[src/rtl/alu_issue_fifo.sv]
// Issue stage for a combinational ALU: command FIFO feeding the ALU operands,
// with a registered valid/ready result stage for one-op-per-cycle throughput.
module alu_issue_fifo #(
    parameter int unsigned BW    = 8,
    parameter int unsigned DEPTH = 4
) (
    input  logic                         clk,
    input  logic                         rst,
    input  logic                         flush,
    input  logic                         in_valid,
    output logic                         in_ready,
    input  logic [BW-1:0]                in_a,
    input  logic [BW-1:0]                in_b,
    input  logic [2:0]                   in_op,
    output logic [BW-1:0]                alu_a,
    output logic [BW-1:0]                alu_b,
    output logic [2:0]                   alu_op,
    input  logic [BW-1:0]                alu_result,
    input  logic                         alu_zero,
    output logic                         out_valid,
    input  logic                         out_ready,
    output logic [BW-1:0]                out_result,
    output logic                         out_zero,
    output logic [2:0]                   out_op,
    output logic [$clog2(DEPTH+1)-1:0]   count
);

    localparam int unsigned PW = (DEPTH > 1) ? $clog2(DEPTH) : 1;
    localparam int unsigned CW = $clog2(DEPTH + 1);

    typedef struct packed {
        logic [2:0]    op;
        logic [BW-1:0] a;
        logic [BW-1:0] b;
    } cmd_t;

    cmd_t          mem [DEPTH];
    cmd_t          head;
    logic [PW-1:0] wr_ptr;
    logic [PW-1:0] rd_ptr;
    logic          empty;
    logic          push;
    logic          issue;

    // Ready depends only on registered occupancy; a same-cycle pop does not help.
    assign in_ready = (count != CW'(DEPTH));
    assign empty    = (count == '0);
    assign push     = in_valid && in_ready && !flush;
    assign issue    = !empty && (!out_valid || out_ready) && !flush;

    // Head is masked to zero when empty so stale entries never reach the ALU.
    assign head   = empty ? '0 : mem[rd_ptr];
    assign alu_a  = head.a;
    assign alu_b  = head.b;
    assign alu_op = head.op;

    // Storage array needs no reset: entries are only visible when counted.
    always_ff @(posedge clk) begin
        if (push) begin
            mem[wr_ptr] <= '{op: in_op, a: in_a, b: in_b};
        end
    end

    always_ff @(posedge clk or posedge rst) begin
        if (rst) begin
            wr_ptr     <= '0;
            rd_ptr     <= '0;
            count      <= '0;
            out_valid  <= 1'b0;
            out_result <= '0;
            out_zero   <= 1'b0;
            out_op     <= '0;
        end else if (flush) begin
            wr_ptr    <= '0;
            rd_ptr    <= '0;
            count     <= '0;
            out_valid <= 1'b0;
        end else begin
            if (push) begin
                wr_ptr <= wr_ptr + PW'(1);
            end
            if (issue) begin
                rd_ptr <= rd_ptr + PW'(1);
            end
            if (push && !issue) begin
                count <= count + CW'(1);
            end else if (!push && issue) begin
                count <= count - CW'(1);
            end
            // Output stage: load on issue, drop valid when drained with nothing behind.
            if (issue) begin
                out_valid  <= 1'b1;
                out_result <= alu_result;
                out_zero   <= alu_zero;
                out_op     <= alu_op;
            end else if (out_valid && out_ready) begin
                out_valid <= 1'b0;
            end
        end
    end

endmodule

[config.mk]
export PLATFORM = sky130hd
export DESIGN_NAME = alu_issue_fifo
export DESIGN_NICKNAME = d
export VERILOG_FILES = /design/src/rtl/alu_issue_fifo.sv
export SDC_FILE = /design/constraint.sdc
export NUM_CORES = 1
export LEC_CHECK = 0
export ABC_AREA = 1
export BUFFER_PORTS_ARGS = -buffer_cell sky130_fd_sc_hd__buf_4
export CORE_MARGIN = 2
export CORE_UTILIZATION = 45
export DETAILED_ROUTE_END_ITERATION = 7
export HOLD_SLACK_MARGIN = 0.15
export PLACE_DENSITY_LB_ADDON = 0.08
export SYNTH_ARGS = -nofsm -noshare
export SYNTH_HDL_FRONTEND = slang
export SYNTH_SLANG_ARGS = --single-unit
[constraint.sdc]
create_clock -name clk -period 2.6 [get_ports clk]
set_input_delay 0.26 -clock clk [delete_from_list [all_inputs] [get_ports clk]]
set_output_delay 0.26 -clock clk [all_outputs]
set_load 0.005 [all_outputs]
==> metrics <==
Lkg Pwr=2.06 nW; final setup vio count=0; Final Routed Wirelength=8.23 mm; PortBufs=68; setup TNS=0 ns; Fin Clk Skew=0.00865 ns; Post CTS Setup Buffer Count=0; fmax=434 MHz; Placed Instances=513; root buf cell=clkbuf_8; Max Slew Vio Count=0; Critical Path Start=rd_ptr[1]; clk sink count=96; R2R depth=12; worst reg2reg setup slack=0.59 ns; Initial Util=0.459; Yosys reg bits=96; vias in the first global route=2737; Max-slew headroom=0.495; Final Hold Fails=0; Clock Path Buffers=2; core footprint=8640 µm²; CTS tree=yes; commonest cells after routing, fill and taps aside=77 x nor2_1, 76 x edfxtp_1, 74 x buf_4, 50 x nand2_1, 29 x dlygate4sd3_1; fin util=0.589; Max-cap violations=0; DP HPWL=4.78 mm; hold_sp=flush; Residual DRC=0; Peak VDD IR=552 µV; Avg Inst Size Synth=11.5 µm²; pre-CTS WS=0.578 ns; hold buffers post-CTS=29; PostCTS Resize Cnt=0; filler instances=747; min-delay worst type=in -> reg; Max FO, Critical Path=21; worst reg2reg startpoint=count[0]; total CTS buffers=9; DR WL/cell=14.7 µm; antenna cells=0; Vias=2688; Worst Setup End Kind=output pin; Reg clk slew, reported paths=0.09 ns; RD Place Congestion=0.735; Clk Latency, worst-skew pair=0.35 ns; Row Count=34; status=completed; post-route clock period utilization=0.886; H-tree levels=3; CP Class=reg -> out; syn nets=384; final std cells w/o fill=558; Antenna Violating Nets Remaining=0; DR vias/cell=4.82; Global Route Usage Sum=0.181; IO Count=69; crit path time final=2.30 ns; final-stage net count=483; Worst Hold Depth=4; initial antenna violation count=0; Die Span Y=97.9 µm; crit start category=flip-flop; share of cells above drive strength 1=0.240; Distinct cells, synth=25; first-pass GRT wire length=13.6 mm; die area=9580 µm²; register area share after synthesis=0.701; worst slew pin tran=0.756 ns; hold_ws=0.191 ns; Worst EP required=2.34 ns; commonest non-fill, non-tap cell in the layout=nor2_1; largest net degree at the start of global routing=40; 1st-iter DRT viols=93; final worst slack=0.298 ns; YS warnings=0; DRT Pass-1 Iters=4; RSZ-0062 raised after global routing=false; Gate Count Post-Synth=346; Die X=97.9 µm; Area Overhead vs Synth=28.2%; Pwr per Cell Area=955 nW/µm²; Synth Cell Area=3970 µm²; Arr. time, crit path=2.04 ns; gr ovfl total=0
## synth_stat cells
library cell	n	area share
nor2_1	81	0.077
edfxtp_1	76	0.58
nand2_1	50	0.047
o21ai_0	28	0.035
dfrtp_1	20	0.13
a21oi_1	19	0.024
inv_1	15	0.014
o21ai_1	14	0.018
buf_2	8	0.010
inv_2	5	0.0047
a21oi_2	4	0.0088
ha_1	4	0.013
nand3_1	4	0.0050
buf_4	3	0.0057
nand2_2	3	0.0047
clkbuf_1	2	0.0019
nor2_4	2	0.0057
buf_1	1	0.00095
buf_6	1	0.0028
fa_1	1	0.0050
nand2_4	1	0.0028
nand3_4	1	0.0044
o21ai_4	1	0.0041
o21bai_1	1	0.0019
xnor2_1	1	0.0022
## power breakdown
part | internal (mW) | total [mW] | switching (mW)
Combinational | 0.822 | 1.88 | 1.06
Clock | 0.537 | 1.02 | 0.486
Sequential | 1.85 | 1.95 | 0.101
Total | 3.21 | 4.86 | 1.65
## path summary, 6_finish.rpt
kind | to
hold reg to reg | out_result[2]
min in group asynchronous | count[0]
hold / removal | count[0]
setup reg to reg | count[2]
max in group asynchronous | out_result[5]
setup / recovery | alu_op[1]
## final cells by class
class	count	area, µm²	area share
Sequential cell	96	2780	0.547
Multi-Input combinational cell	215	1030	0.203
Timing Repair Buffer	103	846	0.166
Tap cell	108	135	0.0266
Clock buffer	10	128	0.0251
Clock inverter	6	83.8	0.0165
Inverter	20	75.1	0.0148
## registers in the layout, indices dropped and copies added, names as in the netlist
| signal | count |
|---|---|
| mem | 76 |
| out_result | 8 |
| count | 3 |
| out_op | 3 |
| rd_ptr | 2 |
| wr_ptr | 2 |
| out_valid | 1 |
| out_zero | 1 |
## worst max-delay path: stages, from the launching register on
cell	delay (ns)
dfrtp_1	0.33
buf_4	0.26
inv_1	0.39
nor2_1	0.23
o21ai_1	0.10
a21oi_2	0.22
buf_4	0.15
## stage by stage
| step | cell area (µm²) | total power, mW |
|---|---|---|
| floorplan | 3970 | 3.08 |
| finish | 5080 | 4.86 |
| global placement | 4580 | 3.84 |
| global route | 5080 | 5.21 |
| CTS | 5080 | 4.92 |
| detailed placement | 4580 | 3.86 |
## cells by family (layout without fill, tap and decap cells)
logic type / Yosys count / count (layout) / synth area share
xor gates and xnor gates: 1 / 1 / 0.00221
AOI/OAI and AO/OA: 67 / 67 / 0.0918
and+or+nand+nor: 142 / 142 / 0.147
buffers and inverters: 35 / 139 / 0.0404
DFF: 96 / 96 / 0.701
adders and majority gates: 5 / 5 / 0.0177
## routing by layer
layer	vias up	track usage	wire length (µm)
met1	1248	0.245	3750
met3	7	0.0401	434
met4	0	0.0545	91
li1	1357	-	-
met5	-	0	0
met2	76	0.297	3950
Note: power is estimated with default switching activity, not from simulation.
